### src/rtl/pong_game.sv
// Pong core: ball, paddles, scores and serve FSM advance once per frame; colour is generated from that state.
// Colour lags sx/sy by one clk_25 cycle; no backpressure, the raster timing is free-running.
module pong_game #(
    parameter int XRES         = 640,
    parameter int YRES         = 480,
    parameter int VMAX         = 524,
    parameter int BALL_SIZE    = 8,
    parameter int BALL_SPEED   = 2,
    parameter int PAD_W        = 8,
    parameter int PAD_H        = 48,
    parameter int PAD_MARGIN   = 16,
    parameter int PAD_SPEED    = 4,
    parameter int SERVE_FRAMES = 60,
    parameter int WIN_SCORE    = 9,
    parameter int SCORE_W      = 4
) (
    input  logic               clk_25,
    input  logic               rst,
    input  logic [9:0]         sx,
    input  logic [9:0]         sy,
    input  logic               active_pixel,
    input  logic               btn_lu,
    input  logic               btn_ld,
    input  logic               btn_ru,
    input  logic               btn_rd,
    output logic [3:0]         vga_r,
    output logic [3:0]         vga_g,
    output logic [3:0]         vga_b,
    output logic [SCORE_W-1:0] score_l,
    output logic [SCORE_W-1:0] score_r,
    output logic               game_over
);
    typedef enum logic [1:0] {SERVE, PLAY, POINT, GAME_OVER} state_t;

    localparam logic [10:0] C_XRES  = 11'(XRES);
    localparam logic [10:0] C_YRES  = 11'(YRES);
    localparam logic [10:0] C_BS    = 11'(BALL_SIZE);
    localparam logic [10:0] C_SPD   = 11'(BALL_SPEED);
    localparam logic [10:0] C_PW    = 11'(PAD_W);
    localparam logic [10:0] C_PH    = 11'(PAD_H);
    localparam logic [10:0] C_PM    = 11'(PAD_MARGIN);
    localparam logic [10:0] C_PSPD  = 11'(PAD_SPEED);
    localparam logic [10:0] C_LP    = 11'(PAD_MARGIN + PAD_W);
    localparam logic [10:0] C_RP    = 11'(XRES - PAD_MARGIN - PAD_W);
    localparam logic [10:0] C_BX0   = 11'((XRES - BALL_SIZE) / 2);
    localparam logic [10:0] C_BY0   = 11'((YRES - BALL_SIZE) / 2);
    localparam logic [10:0] C_PY0   = 11'((YRES - PAD_H) / 2);
    localparam logic [10:0] C_PYMAX = 11'(YRES - PAD_H);
    localparam logic [10:0] C_NET0  = 11'(XRES / 2 - 1);
    localparam logic [10:0] C_NET1  = 11'(XRES / 2);

    state_t      state;
    logic [10:0] bx, by, pl_y, pr_y;
    logic        dx_right, dy_down, left_scored;
    logic [15:0] serve_cnt;

    logic        animate, any_btn;
    logic [10:0] px, py;
    logic        ovl_l, ovl_r, miss_l, miss_r, hit_l, hit_r;
    logic [10:0] nbx, nby;
    logic        ndx, ndy;
    logic        in_ball, in_pl, in_pr, in_net;
    logic [11:0] colour;

    function automatic logic [10:0] pad_next(input logic [10:0] y, input logic up, input logic dn);
        logic [10:0] r;
        r = y;
        if (up && !dn)
            r = (y < C_PSPD) ? 11'd0 : y - C_PSPD;
        else if (dn && !up)
            r = (y + C_PSPD > C_PYMAX) ? C_PYMAX : y + C_PSPD;
        return r;
    endfunction

    // Both axes are resolved from the pre-update position, so a corner hit reflects both.
    always_comb begin
        animate = (sy == 10'(VMAX)) && (sx == 10'd0);
        any_btn = btn_lu | btn_ld | btn_ru | btn_rd;
        px      = {1'b0, sx};
        py      = {1'b0, sy};

        ovl_l  = (by + C_BS > pl_y) && (by < pl_y + C_PH);
        ovl_r  = (by + C_BS > pr_y) && (by < pr_y + C_PH);
        miss_l = !dx_right && (bx < C_SPD);
        miss_r = dx_right && (bx + C_BS + C_SPD > C_XRES);
        hit_l  = !dx_right && (bx >= C_LP) && (bx < C_LP + C_SPD) && ovl_l;
        hit_r  = dx_right && (bx + C_BS > C_RP - C_SPD) && (bx + C_BS <= C_RP) && ovl_r;

        nbx = dx_right ? bx + C_SPD : bx - C_SPD;
        ndx = dx_right;
        if (hit_l) begin
            nbx = C_LP;
            ndx = 1'b1;
        end else if (hit_r) begin
            nbx = C_RP - C_BS;
            ndx = 1'b0;
        end

        nby = dy_down ? by + C_SPD : by - C_SPD;
        ndy = dy_down;
        if (!dy_down && (by < C_SPD)) begin
            nby = 11'd0;
            ndy = 1'b1;
        end else if (dy_down && (by + C_BS + C_SPD >= C_YRES)) begin
            nby = C_YRES - C_BS;
            ndy = 1'b0;
        end

        in_ball = (state != GAME_OVER) && (px >= bx) && (px < bx + C_BS)
                  && (py >= by) && (py < by + C_BS);
        in_pl   = (px >= C_PM) && (px < C_LP) && (py >= pl_y) && (py < pl_y + C_PH);
        in_pr   = (px >= C_RP) && (px < C_RP + C_PW) && (py >= pr_y) && (py < pr_y + C_PH);
        in_net  = ((px == C_NET0) || (px == C_NET1)) && !sy[4];

        if (!active_pixel) colour = 12'h000;
        else if (in_ball)  colour = 12'hFFF;
        else if (in_pl)    colour = 12'h0F0;
        else if (in_pr)    colour = 12'h00F;
        else if (in_net)   colour = 12'h888;
        else               colour = 12'h111;
    end

    always_ff @(posedge clk_25 or posedge rst) begin
        if (rst) begin
            state       <= SERVE;
            serve_cnt   <= '0;
            bx          <= C_BX0;
            by          <= C_BY0;
            dx_right    <= 1'b1;
            dy_down     <= 1'b1;
            left_scored <= 1'b0;
            pl_y        <= C_PY0;
            pr_y        <= C_PY0;
            score_l     <= '0;
            score_r     <= '0;
            game_over   <= 1'b0;
        end else if (animate) begin
            if (state != GAME_OVER) begin
                pl_y <= pad_next(pl_y, btn_lu, btn_ld);
                pr_y <= pad_next(pr_y, btn_ru, btn_rd);
            end
            case (state)
                SERVE: begin
                    bx <= C_BX0;
                    by <= C_BY0;
                    if (serve_cnt == 16'(SERVE_FRAMES - 1)) begin
                        serve_cnt <= '0;
                        state     <= PLAY;
                    end else begin
                        serve_cnt <= serve_cnt + 16'd1;
                    end
                end
                PLAY: begin
                    if (miss_l || miss_r) begin
                        left_scored <= miss_r;
                        state       <= POINT;
                    end else begin
                        bx       <= nbx;
                        by       <= nby;
                        dx_right <= ndx;
                        dy_down  <= ndy;
                    end
                end
                POINT: begin
                    bx        <= C_BX0;
                    by        <= C_BY0;
                    serve_cnt <= '0;
                    if (left_scored) score_l <= score_l + SCORE_W'(1);
                    else             score_r <= score_r + SCORE_W'(1);
                    if ((left_scored ? score_l : score_r) + SCORE_W'(1) == SCORE_W'(WIN_SCORE)) begin
                        state     <= GAME_OVER;
                        game_over <= 1'b1;
                    end else begin
                        state    <= SERVE;
                        dx_right <= left_scored;
                    end
                end
                GAME_OVER: begin
                    if (any_btn) begin
                        score_l   <= '0;
                        score_r   <= '0;
                        state     <= SERVE;
                        game_over <= 1'b0;
                        dx_right  <= 1'b1;
                        bx        <= C_BX0;
                        by        <= C_BY0;
                        serve_cnt <= '0;
                    end
                end
                default: state <= SERVE;
            endcase
        end
    end

    always_ff @(posedge clk_25 or posedge rst) begin
        if (rst) {vga_r, vga_g, vga_b} <= 12'h000;
        else     {vga_r, vga_g, vga_b} <= colour;
    end
endmodule
### config.mk
export PLATFORM = sky130hd
export DESIGN_NAME = pong_game
export DESIGN_NICKNAME = d
export VERILOG_FILES = /design/src/rtl/pong_game.sv
export SDC_FILE = /design/constraint.sdc
export NUM_CORES = 1
export LEC_CHECK = 0
export CORE_MARGIN = 4
export CORE_UTILIZATION = 56
export CTS_CLUSTER_SIZE = 30
export DETAILED_ROUTE_END_ITERATION = 7
export PLACE_DENSITY = 0.76
export SYNTH_ARGS = -nofsm -noshare
export SYNTH_HDL_FRONTEND = slang
export SYNTH_SLANG_ARGS = --single-unit
### constraint.sdc
create_clock -name clk_25 -period 5.9 [get_ports clk_25]
set_input_delay 0.885 -clock clk_25 [delete_from_list [all_inputs] [get_ports clk_25]]
set_output_delay 0.885 -clock clk_25 [all_outputs]
set_load 0.03 [all_outputs]
After elaboration in Yosys (flattened, before gate mapping):

Index checks and enable logic that the tools add are counted.

* register bits after elaboration: 86
* bits of input ports: 27

* add/sub/neg operators: 18
* order comparisons: 28
* equal/unequal tests: 18
* multiplexer cells: 50
* bitwise operators: 4
* reductions and logical operators: 57

Operators by type and width (count)
* 2-to-1 mux 11 bit: 18
* one-hot mux 11 bit (3 select lines): 2
* 2-to-1 mux 12 bit: 5
* one-hot mux 16 bit (3 select lines): 1
* adder 11 x 2 -> 11 bit, second input constant: 4
* >= comparator 10 x 11 -> 1 bit: 4
* < comparator 10 x 11 -> 1 bit: 4
* 2-to-1 mux 16 bit: 2
* logical AND 1 bit: 28
* adder 11 x 3 -> 11 bit, second input constant: 2
* adder 11 x 4 -> 11 bit, second input constant: 2
* adder 11 x 6 -> 11 bit, second input constant: 2
* greater-than comparator 11 x 10 -> 1 bit, second input constant: 2
* greater-than comparator 11 bit: 2
* greater-than comparator 11 x 9 -> 1 bit, second input constant: 2
* < comparator 11 bit: 2
* < comparator 11 x 2 -> 1 bit, second input constant: 2
* < comparator 11 x 3 -> 1 bit, second input constant: 2
* subtractor 11 x 2 -> 11 bit, second input constant: 2
* subtractor 11 x 3 -> 11 bit, second input constant: 2
* == test 10 x 9 -> 1 bit, second input constant: 2
* AND reduction 4 bit: 5
* != test 2 bit, second input constant: 9
* adder 16 x 1 -> 16 bit, second input constant: 1
* other kinds (33): 68

Longest topological paths before layout:

Gate-level depths: netlist of run 1.

* depth after elaboration: 9
* gate-level depth with buffers: 15
* depth with buffers taken out: 14

Worst setup path after synthesis of run 1:

OpenSTA, ideal clock, no wires.

* path type: input-to-reg
* from: input port sx[0]
* to: register serve_cnt[12]
* setup time: 139 ps
* arrival time: 3242 ps
* slack: 2518 ps
* stages: 9
* buffers on the path: 0
* cells stage by stage: or4_1 -> or4_4 -> nor4_4 -> nand2_2 -> or3_4 -> inv_2 -> and3_1 -> xnor2_1 -> nor2_1

* cells in the longest elaborated chain, start to end: 3

Ends and longest elaborated chain
* start, declared: RTL line 19 `input logic [9:0] sx,`
* zero test 10 bit: RTL line 77 `animate = (sy == 10'(VMAX)) && (sx == 10'd0);`
* logical AND 1 bit: RTL line 77
* AND reduction 3 bit (no line)
* end signal, assigned: RTL line 150 `serve_cnt <= serve_cnt + 16'd1;`
* end, declared: RTL line 55 `logic [15:0] serve_cnt;`

No other way between the ends.
A chain may end at the register's enable or synchronous reset.

Worst setup path in the final report of run 1:

* from: input port sx[1]
* to: register serve_cnt[10]

The elaborated chain is that of the path after synthesis.

==> impl_results.md, run 1 <==
* Critical Path Max Stage Delay at 0.60 ns
* CTS resizes at 0
* Number of global-route vias before repair at 7194
* Total buffers and inverters traversed by the critical path at 1
* Final Max Tran Viols at 0
* Area share of the largest cell type after synthesis at 0.1832
* Maximum number of pins on one net before global-route repair at 78
* Height of the die at 126.9 um
* Final setup margin at 1.863 ns
* RSZ-0062 raised after global routing: false
* DRC violation count after routing at 0
* Max Cap Viol at 0
* Routed vias at 7705
* GRT Residual Overflow at 0
* Final weighted congestion in routability-driven placement at 0.9424
* Library cell with the largest summed area after synthesis: ha_1
* Number of cells on the critical path at 9
* Power density cells at 137.3 nW/um^2
* Total nets after synthesis at 1132
* Setup repair bufs after CTS at 0
* Post-synthesis register bit count at 77
* Total Routed Length at 22180 um
* Ys async rst share at 1.000
* Number of distinct library cell variants in the gate-level netlist after synthesis at 83
* Clock buffer count from CTS at 9
* Standard-cell row count at 43
* Die outline area at 16110 sq um
* Setup violation total in the final timing report at 0
* R2r endpoint: bx[7]
* Via density at 6.415
* Library cell used as clock root buffer: clkbuf_16
* Largest cells by area after synthesis: ha_1 18%, dfrtp_1 18%, dfstp_2 6.6%
* Post-detail-place hpwl at 16710 um
* Count of boundary I/O pins at 48
* Initial antenna violation count at 0
* Destination of the worst hold path: serve_cnt[1]
* Area used by sequential logic in the layout at 1952 sq um
* Count of cells along the worst register-to-register path at 13
* Worst setup slack for register-to-register paths at 1.87 ns
* Required time reported for the critical path endpoint at 6.12 ns
* Number of warning messages in the yosys log at 0
* Clk_lat worst skew at 0.35 ns
* All-layer global routing usage at 0.2788
* Starting density of the core at 0.5707
* CTS tree: done
* Peak Freq at 0.2477 GHz
* Cells along the critical path: clkdlybuf4s50_1, or4_1, or4_4, nor4_4, nand2_2, nor2_1, a21oi_1, o21ai_0, o41ai_1
* Worst VDD drop at 109.5 uV
* Initial drt markers at 757
* Number of instances in the synthesized netlist at 989
* Post-synth design cell area at 7921 sq um
* Area growth from synthesis to final layout at 10.99%
* Average routed wire per standard cell at 18.47 um
* Worst hold path cell count at 2
* Min-delay src: serve_cnt[1]
* Worst hold path type: reg -> reg
* Minimum clock period at 4.037 ns
* Launching point of the worst reg2reg path: pr_y[4]
* Post-layout net count at 1159
* Maximum clock skew at final layout at 0.01183 ns
* TritonCTS Sinks at 77
* Arr. time, crit path at 4.26 ns
* Outcome: finished clean
* Fill count at 1212
* Fraction of layout cells with a size suffix above 1 at 0.05975
* Core area at 13880 sq um
* Antenna diode count at 0
* Worst-case setup slack after placement at 1.526 ns
* Max clock buf depth at 2
* CP top delay family: simple AND/OR/NAND/NOR gates
* Sum Neg Setup Slack at 0 ns
* Worst-Margin Slew at 0.9971 ns
* Number of I/O port buffers at 47
* Total number of H-tree levels at 3
* Average instance area after synthesis at 8.009 sq um
* Clock-pin transition on the worst setup and hold timing paths at 0.07 ns
* First-pass GRT wire length at 36780 um
* CP Max Fanout at 13
* Critical path type: in -> reg
* CTS hold repair buffers at 0
* Number of flops mapped to enable cells by yosys at 0
* Leakage at 3.725 nW
* Most used DFF post-synth: dfrtp_1
* ANT nets after route at 0
* Kind of end point of the critical path: flop
* Period utilization at 0.6842
* Number of endpoints with negative hold slack in the final report at 0
* Share of the yosys chip area belonging to registers at 0.2464
* Multi-input logic area at 5580 sq um
* Slowest stage cell on the critical path: or4_1
* Horiz. Die Dim at 126.9 um
* Worst max-slew margin expressed relative to the limit at 0.3352
* CP Launch Type: input port
* First-pass DRT Iterations at 6
==> worst reg2reg max path: stages, from the launching register on <==
cell      delay, ns
dfstp_2        0.60
inv_1          0.17
ha_1           0.31
nor3_1         0.25
xnor2_1        0.17
ha_1           0.23
or4b_2         0.61
nor4_1         0.26
o311ai_0       0.23
nor2b_1        0.17
nand4_1        0.38
nor3b_1        0.29
o21ai_0        0.16
o21ai_1        0.08
==> layer usage <==
metal | wire (um) | vias up | global-route usage | part of all wire
li1 | - | 3708 | - | -
met1 | 10190 | 3606 | 0.3987 | 0.46
met2 | 9790 | 331 | 0.4287 | 0.44
met3 | 1558 | 60 | 0.04295 | 0.070
met4 | 647 | 0 | 0.09779 | 0.029
met5 | 0 | - | 0 | 0
==> layout make-up <==
type,instances,area share
multi-input combinational,812,0.6347
clock inverter,7,0.007258
clock buffer,9,0.02562
sequential,77,0.2220
tap,180,0.02562
inverter,65,0.02789
timing repair buffer,51,0.05692
==> cell families (layout without fill, tap and decap cells) <==
logic type,Yosys count,after routing,share of synthesized area
compound gates,283,283,0.2275
fa+ha+maj,118,118,0.1858
flops,77,77,0.2464
xor+xnor,51,51,0.05734
mux,4,4,0.005370
buf+inv,100,132,0.04912
simple gates,356,356,0.2286
==> cell usage after synthesis, drive strengths merged, types with 6 or more instances <==
cell and instances:
a2111oi 6, a211oi 7, a21oi 73, a31oi 12, and2 7, and3 13
buf 6, clkbuf 29, dfrtp 57, dfstp 20, ha 116, inv 62
nand2 99, nand2b 10, nand3 38, nand4 23, nor2 77, nor2b 9
nor3 19, nor4 17, o211ai 11, o21a 16, o21ai 83, o22ai 10
o31ai 11, or3 10, or4 11, xnor2 32, xor2 19
==> stage by stage <==
step	instances	util	hold WS, ns	area, sq um	power (W)
2_1_floorplan	989	-	0.4626	7921	0.0005985
3_3_place_gp	1185	0.6126	0.4914	8503	0.0006505
3_5_place_dp	1185	0.6126	0.5012	8503	0.0006515
4_1_cts	1201	0.6334	0.5171	8792	0.001208
5_1_grt	1201	0.6334	0.5616	8792	0.001246
6_report	1201	0.6334	0.5151	8792	0.001207
==> placed cells by master, fill, tap and decap left out, drive strengths merged, types with 4 or more instances in the layout <==
cell type        n
dfstp           20
o21ai           83
nor2            77
nor3b            4
xnor2           32
a31o             4
a211oi           7
clkdlybuf4s50   47
nor2b            9
clkbuf           9
nand2b          10
nand2           99
a2111oi          6
xor2            19
nand3           38
or4             11
and2             7
a21oi           73
o2111ai          4
o311a            4
ha             116
nor4            17
a21o             4
o31ai           11
buf              4
o31a             4
o22ai           10
clkinv           5
inv             65
dfrtp           57
a31oi           12
nor3            19
and3            13
or3             10
o211ai          11
o21a            16
nand4           23
==> worst max path at each step <==
stage,startpoint,endpoint,slack [ns]
after global routing,pr_y[4],bx[7],1.58
after CTS,sx[3],serve_cnt[10],1.90
after global placement,sx[3],serve_cnt[10],1.65
final,sx[1],serve_cnt[10],1.86
after detailed placement,sx[3],serve_cnt[10],1.53
after floorplan,sx[0],serve_cnt[12],2.52
==> state kept, by name, summed over array words and instances, names as in the netlist <==
| signal | cells |
|---|---|
| bx | 10 |
| by | 10 |
| dx_right | 1 |
| dy_down | 1 |
| game_over | 1 |
| left_scored | 1 |
| pl_y | 9 |
| pr_y | 9 |
| score_l | 4 |
| score_r | 4 |
| serve_cnt | 16 |
| state | 2 |
| vga_b | 3 |
| vga_g | 3 |
| vga_r | 3 |
==> report_power, final <==
group | internal [W] | leakage, nW | total [W] | switching (W)
clock network | 0.000295 | 0.136 | 0.000565 | 0.000269
logic | 0.0000453 | 2.64 | 0.000112 | 0.0000664
registers | 0.000530 | 0.951 | 0.000531 | 0.000000576
Note: power is estimated with default switching activity, not from simulation.
==> inputs of run 2 (changes only) <==
--- a/config.mk
+++ b/config.mk
@@ -9,7 +9,7 @@
 export CORE_UTILIZATION = 56
 export CTS_CLUSTER_SIZE = 30
 export DETAILED_ROUTE_END_ITERATION = 7
-export PLACE_DENSITY = 0.76
+export PLACE_DENSITY = 0.79
 export SYNTH_ARGS = -nofsm -noshare
 export SYNTH_HDL_FRONTEND = slang
 export SYNTH_SLANG_ARGS = --single-unit
==> constraint.sdc (replaced) <==
create_clock -name clk_25 -period 3.7 [get_ports clk_25]
set_input_delay 0.555 -clock clk_25 [delete_from_list [all_inputs] [get_ports clk_25]]
set_output_delay 0.555 -clock clk_25 [all_outputs]
set_load 0.03 [all_outputs]
==> run 2 against run 1 <==
Compared with the run above:
- non-clock buffer count grew 50
- flip-flop and latch count unchanged
- first-iteration DRC count increased by 46%
- clock skew decreased by 0.0054 ns
- combinational power is 70% higher
- critical path depth unchanged
- power grew 69%
- worst setup slack worse by 1.6 ns
- die area unchanged
- utilization grew 3.0 points
- cell count rose by 4.2%
- critical endpoint is now bx[7]
- largest cell class unchanged
- largest power group unchanged
==> impl_results.md, run 2 (same netlist as run 1, synthesis figures left out) <==
* Core area at 13880 sq um (unchanged)
* Clock buffer count from CTS at 9 (unchanged)
* Initial antenna violation count at 0 (unchanged)
* Clk_lat worst skew at 0.35 ns (about the same)
* Met1 track demand over resource at 0.4041 (was 0.3987)
* Total buffers and inverters traversed by the critical path at 0 (was 1)
* Critical path type: reg -> reg (was in -> reg)
* CTS hold repair buffers at 0 (unchanged)
* Leading cell type in the layout, fill and taps excluded: ha_1 (unchanged)
* CP Launch Type: flop (was input port)
* Fill count at 1146 (was 1212)
* Max clock buf depth at 2 (unchanged)
* Most frequent cells in the layout: 116 x ha_1, 98 x nand2_1, 79 x o21ai_0 (unchanged)
* Kind of end point of the critical path: flop (unchanged)
* ANT nets after route at 0 (unchanged)
* Outcome: finished clean (unchanged)
* GR peak layer: met2 (unchanged)
* Final weighted congestion in routability-driven placement at 0.9901 (was 0.9424)
* Via density at 6.439 (was 6.415)
* Number of I/O port buffers at 47 (unchanged)
* All-layer global routing usage at 0.2935 (was 0.2788)
* Critical Path Max Stage Delay at 0.73 ns (was 0.60 ns)
* Area of all placed cells without fillers at 9215 sq um (was 8792 sq um)
* Worst hold slack across all endpoints at 0.5056 ns (was 0.5151 ns)
* Post-detail-place hpwl at 18140 um (was 16710 um)
* Slowest stage cell on the critical path: xnor2_1 (was or4_1)
* Horiz. Die Dim at 126.9 um (unchanged)
* Starting density of the core at 0.5707 (unchanged)
* Setup violation total in the final timing report at 0 (unchanged)
* CTS tree: done (unchanged)
* Area growth from synthesis to final layout at 16.33% (was 10.99%)
* Worst VDD drop at 216.1 uV (was 109.5 uV)
* CP Max Fanout at 11 (was 13)
* Met3 Track Usage GR at 0.05305 (was 0.04295)
* Period utilization at 0.9388
* Worst-Margin Slew at 0.8784 ns (was 0.9971 ns)
* Register with the most flip-flops: serve_cnt (unchanged)
* Maximum number of pins on one net before global-route repair at 30 (was 78)
* Cells along the critical path: ha_1, nand3_1, xnor2_1, nand3_1, a31o_2, a31oi_4, o21ai_1, or3b_1, o21ai_1 (was clkdlybuf4s50_1, or4_1, or4_4, nor4_4, nand2_2, nor2_1, a21oi_1, o21ai_0, o41ai_1)
* Arr. time, crit path at 3.76 ns (was 4.26 ns)
* Total Routed Length at 23540 um (was 22180 um)
* Worst hold path type: reg -> reg (unchanged)
* Count of cells along the worst register-to-register path at 9 (was 13)
* Final Max Tran Viols at 0 (unchanged)
* Worst hold path cell count at 2 (unchanged)
* Number of global-route vias before repair at 7541 (was 7194)
* Routed vias at 8055 (was 7705)
* Worst max-slew margin expressed relative to the limit at 0.4102 (was 0.3352)
* Worst setup slack for register-to-register paths at 0.23 ns (was 1.87 ns)
* Required time reported for the critical path endpoint at 3.98 ns (was 6.12 ns)
* Post-layout net count at 1209 (was 1159)
* Minimum clock period at 3.473 ns
* Maximum clock skew at final layout at 0.006426 ns (was 0.01183 ns)
* Height of the die at 126.9 um (unchanged)
* First-pass DRT Iterations at 5 (was 6)
* DRC violation count after routing at 0 (unchanged)
* GRT Residual Overflow at 0 (unchanged)
* Count of boundary I/O pins at 48 (unchanged)
* Cell area after placement at 8879 sq um (was 8503 sq um)
* CP top delay family: compound AO/OA/AOI/OAI gates (was simple AND/OR/NAND/NOR gates)
* Min-delay src: serve_cnt[1] (unchanged)
* First-pass GRT wire length at 38370 um (was 36780 um)
* Number of placed instances, taps included at 1235 (was 1185)
* Fraction of layout cells with a size suffix above 1 at 0.1046 (was 0.05975)
* Launching point of the worst reg2reg path: bx[3] (was pr_y[4])
* Initial drt markers at 1103 (was 757)
* Final cell count without fillers at 1251 (was 1201)
* Destination of the worst hold path: serve_cnt[1] (unchanged)
* Top Registers: serve_cnt x16, bx x10, by x10 (unchanged)
* Total number of H-tree levels at 3 (unchanged)
* Clock-pin transition on the worst setup and hold timing paths at 0.06 ns (was 0.07 ns)
* Flip-flop count of the largest register, all copies and words added at 16 (unchanged)
* Die outline area at 16110 sq um (unchanged)
* Power density cells at 220.7 nW/um^2 (was 137.3 nW/um^2)
* Setup repair bufs after CTS at 0 (unchanged)
* TritonCTS Sinks at 77 (unchanged)
* Average routed wire per standard cell at 18.82 um (was 18.47 um)
* Max Cap Viol at 0 (unchanged)
* Met2 global-route usage at 0.4580 (was 0.4287)
* Antenna diode count at 0 (unchanged)
* Standard-cell row count at 43 (unchanged)
* Peak Freq at 0.2879 GHz
* Leakage at 3.987 nW (was 3.725 nW)
* Number of endpoints with negative hold slack in the final report at 0 (unchanged)
* Library cell used as clock root buffer: clkbuf_16 (unchanged)
* R2r endpoint: bx[7] (unchanged)
[run 2: through the flow]
stage / total power, W / worst slack [ns] / TNS [ns] / utilization
6_report: 0.002034 / 0.2266 / 0 / 0.6639
5_1_grt: 0.002097 / -0.04941 / -0.1039 / 0.6639
4_1_cts: 0.002045 / 0.2322 / 0 / 0.6630
3_5_place_dp: 0.001049 / 0.05110 / 0 / 0.6396
3_3_place_gp: 0.001045 / 0.07594 / 0 / 0.6396
2_1_floorplan: 0.0009543 / 0.3448 / 0 / -
[run 2: worst max path at each step]
| stage | startpoint | end | slack (ns) | depth (start not counted) |
|---|---|---|---|---|
| after floorplan | pr_y[6] | bx[7] | 0.34 | 13 |
| after global placement | sx[1] | score_l[0] | 0.08 | 8 |
| after detailed placement | sx[1] | score_l[0] | 0.05 | 8 |
| after CTS | pr_y[4] | bx[7] | 0.23 | 14 |
| after global routing | pr_y[5] | bx[6] | -0.05 | 14 |
| final | bx[3] | bx[7] | 0.23 | 9 |
[run 2: worst reg2reg max path: cells and delay by family (launching register included)]
family          cells  cell delay, ns
compound gates      4            0.95
simple gates        3            0.77
xor+xnor            1            0.74
flops               1            0.67
fa+ha+maj           1            0.28
[run 2: where the power goes]
group	internal, W	switching [W]	total, W
registers	0.000846	0.000000850	0.000847
clock network	0.000611	0.000386	0.000997
logic	0.0000804	0.000110	0.000190
total	0.00154	0.000497	0.00203
[run 2: timing repair]
item                                    in CTS  in global routing
hold endpoints to repair                     0                  0
endpoints found under the setup margin       0                  5
resized for setup                            0                  2
[run 2: area by class of cell]
| cell class | instances | area [sq um] | area share |
|---|---|---|---|
| Sequential cell | 77 | 1952 | 0.2118 |
| Timing Repair Buffer | 101 | 875.8 | 0.09504 |
| Clock inverter | 5 | 81.33 | 0.008826 |
| Multi-Input combinational cell | 812 | 5593 | 0.6069 |
| Inverter | 65 | 245.2 | 0.02661 |
| Clock buffer | 11 | 242.7 | 0.02634 |
| Tap cell | 180 | 225.2 | 0.02444 |
[run 2: layer usage]
metal / vias up / routed length, um
li1: 3808 / -
met1: 3786 / 10330
met2: 397 / 10530
met3: 64 / 1865
met4: 0 / 811
met5: - / 0
==> inputs of run 3 (changes only) <==
--- a/config.mk
+++ b/config.mk
@@ -9,6 +9,7 @@
 export CORE_UTILIZATION = 56
 export CTS_CLUSTER_SIZE = 30
 export DETAILED_ROUTE_END_ITERATION = 7
+export GPL_TIMING_DRIVEN = 1
 export PLACE_DENSITY = 0.79
 export SYNTH_ARGS = -nofsm -noshare
 export SYNTH_HDL_FRONTEND = slang
==> constraint.sdc (replaced) <==
create_clock -name clk_25 -period 3.7 [get_ports clk_25]
set_input_delay 0.37 -clock clk_25 [delete_from_list [all_inputs] [get_ports clk_25]]
set_output_delay 0.37 -clock clk_25 [all_outputs]
set_load 0.03 [all_outputs]
==> run 3 against run 2 <==
Compared with the run above:
- clock-buffer cell count down 1
- via count decreased by 0.55%
- first-iteration DRC count fell by 17%
- non-clock buffer count shrank 14
- critical path type unchanged
==> impl_results.md, run 3 (same netlist as run 1, synthesis figures left out) <==
* Area of all placed cells without fillers at 9117 sq um (was 9215 sq um)
* Worst hold path type: in -> async (was reg -> reg)
* Register with the most flip-flops: serve_cnt (unchanged)
* CTS tree: done (unchanged)
* Required time reported for the critical path endpoint at 3.98 ns (about the same)
* Clock-pin transition on the worst setup and hold timing paths at 0.06 ns (about the same)
* Minimum clock period at 3.536 ns (was 3.473 ns)
* Routed vias at 8011 (was 8055)
* Core area at 13880 sq um (unchanged)
* Power density cells at 221.6 nW/um^2 (was 220.7 nW/um^2)
* CTS hold repair buffers at 0 (unchanged)
* Arr. time, crit path at 3.82 ns (was 3.76 ns)
* Average routed wire per standard cell at 19.14 um (was 18.82 um)
* Fraction of layout cells with a size suffix above 1 at 0.09555 (was 0.1046)
* Count of boundary I/O pins at 48 (unchanged)
* Total buffers and inverters traversed by the critical path at 3 (was 0)
* Launching point of the worst reg2reg path: bx[4] (was bx[3])
* Critical path type: reg -> reg (unchanged)
* Horiz. Die Dim at 126.9 um (unchanged)
* Number of placed instances, taps included at 1215 (was 1235)
* Final cell count without fillers at 1237 (was 1251)
* Worst VDD drop at 178.2 uV (was 216.1 uV)
* Sum Neg Setup Slack at 0 ns (unchanged)
* Worst setup slack for register-to-register paths at 0.16 ns (was 0.23 ns)
* Cells along the critical path: inv_1, ha_1, inv_1, nor4_1, and2b_1, xnor2_1, o311a_1, a31oi_4, o21ai_1, buf_4, o21ai_0, o21a_1 (was ha_1, nand3_1, xnor2_1, nand3_1, a31o_2, a31oi_4, o21ai_1, or3b_1, o21ai_1)
* Maximum number of pins on one net before global-route repair at 35 (was 30)
* Final weighted congestion in routability-driven placement at 1.004 (was 0.9901)
* Starting density of the core at 0.5707 (unchanged)
* Outcome: finished clean (unchanged)
* Number of endpoints with negative hold slack in the final report at 0 (unchanged)
* Final Max Tran Viols at 0 (unchanged)
* Via density at 6.476 (was 6.439)
* ANT nets after route at 0 (unchanged)
* Most frequent cells in the layout: 116 x ha_1, 98 x nand2_1, 78 x o21ai_0 (was 116 x ha_1, 98 x nand2_1, 79 x o21ai_0)
* Clock buffer count from CTS at 9 (unchanged)
* First-pass GRT wire length at 38490 um (was 38370 um)
* Library cell used as clock root buffer: clkbuf_16 (unchanged)
* Post-layout net count at 1195 (was 1209)
* Worst max-slew margin expressed relative to the limit at 0.5473 (was 0.4102)
* Clk_lat worst skew at 0.35 ns (about the same)
* All-layer global routing usage at 0.2935 (about the same)
* Initial drt markers at 917 (was 1103)
* Kind of end point of the critical path: flop (unchanged)
* Worst-Margin Slew at 0.6759 ns (was 0.8784 ns)
* Leakage at 3.933 nW (was 3.987 nW)
* Initial antenna violation count at 0 (unchanged)
* Setup violation total in the final timing report at 0 (unchanged)
* Total number of H-tree levels at 3 (unchanged)
* TritonCTS Sinks at 77 (unchanged)
* Maximum clock skew at final layout at 0.01003 ns (was 0.006426 ns)
* Total Routed Length at 23670 um (was 23540 um)
* Dominant cell type by count on the critical path: inv_1
* End-of-flow core utilization at 0.6568 (was 0.6639)
* Number of global-route vias before repair at 7519 (was 7541)
* Antenna diode count at 0 (unchanged)
* Max Cap Viol at 0 (unchanged)
* Peak Freq at 0.2828 GHz (was 0.2879 GHz)
* Number of I/O port buffers at 47 (unchanged)
* Leading cell type in the layout, fill and taps excluded: ha_1 (unchanged)
* RSZ-0062 raised after global routing: false
* Area growth from synthesis to final layout at 15.10% (was 16.33%)
* Total power of the final layout at 0.002020 W (was 0.002034 W)
* R2r endpoint: bx[6] (was bx[7])
* Top Registers: serve_cnt x16, bx x10, by x10 (unchanged)
* Slowest stage cell on the critical path: dfstp_2 (was xnor2_1)
* Post-detail-place hpwl at 17940 um (was 18140 um)
* Cell area after placement at 8728 sq um (was 8879 sq um)
* Die outline area at 16110 sq um (unchanged)
* CP top delay family: compound AO/OA/AOI/OAI gates (unchanged)
* GRT Residual Overflow at 0 (unchanged)
* Height of the die at 126.9 um (unchanged)
* Critical Path Max Stage Delay at 0.62 ns (was 0.73 ns)
* First-pass DRT Iterations at 6 (was 5)
* Period utilization at 0.9558 (was 0.9388)
* Count of cells along the worst register-to-register path at 12 (was 9)
* Standard-cell row count at 43 (unchanged)
* Max clock buf depth at 2 (unchanged)
* CP Max Fanout at 21 (was 11)
* CP Launch Type: flop (unchanged)
* Flip-flop count of the largest register, all copies and words added at 16 (unchanged)
* DRC violation count after routing at 0 (unchanged)
run 3: cell types whose count changed in the layout (fill, tap and decap cells not counted), moves of 2 or more:
cell     previous run  this run
xnor2_1            31        29
xnor2_2             1         3
nor4_1             13        15
buf_4              54        40
nor4_2              3         1
run 3: worst max-delay path by stage:
stage,startpoint,to,slack [ns],cells past startpoint
after floorplan,pr_y[6],bx[7],0.34,13
after global placement,pl_y[4],dx_right,0.1,14
after detailed placement,pl_y[4],dx_right,0.12,14
after CTS,pl_y[4],dx_right,0.1,14
after global routing,pl_y[4],bx[6],0.01,14
final,bx[4],bx[6],0.16,12
run 3: layout make-up:
cell class / instances / area [sq um]
Fill cell: 1153 / 4763
Clock inverter: 6 / 86.33
Multi-Input combinational cell: 812 / 5609
Clock buffer: 10 / 229.0
Inverter: 65 / 245.2
Sequential cell: 77 / 1952
Timing Repair Buffer: 87 / 770.7
Tap cell: 180 / 225.2
run 3: worst reg2reg max path, stage by stage, from the launching register on:
cell	delay [ns]
dfstp_2	0.62
inv_1	0.17
ha_1	0.37
inv_1	0.08
nor4_1	0.42
and2b_1	0.23
xnor2_1	0.07
o311a_1	0.39
a31oi_4	0.34
o21ai_1	0.12
buf_4	0.23
o21ai_0	0.25
o21a_1	0.18
run 3: power breakdown:
part	internal (W)	total (W)	leakage, nW	switching, W
Combinational	0.0000793	0.000190	2.83	0.000111
Sequential	0.000846	0.000847	0.951	0.000000888
Clock	0.000592	0.000984	0.153	0.000392
Total	0.00152	0.00202	3.93	0.000504
run 3: layer usage:
metal | up-vias | track usage | routed length, um
li1 | 3785 | - | -
met1 | 3743 | 0.4071 | 10210
met2 | 411 | 0.4645 | 10620
met3 | 72 | 0.04632 | 2114
met4 | 0 | 0.1060 | 729
met5 | - | 0 | 0
run 3: per-stage QoR:
step	hold WS [ns]	setup WS, ns
after floorplan	0.4626	0.3448
after global placement	0.4925	0.09849
after detailed placement	0.4992	0.1157
after CTS	0.4359	0.09873
after global routing	0.4837	0.01180
final	0.4230	0.1635
run 3: repair_timing:
item / CTS / global route
setup buffers: 0 / 6
gates resized for setup: 0 / 6
endpoints found under the setup margin: 0 / 17
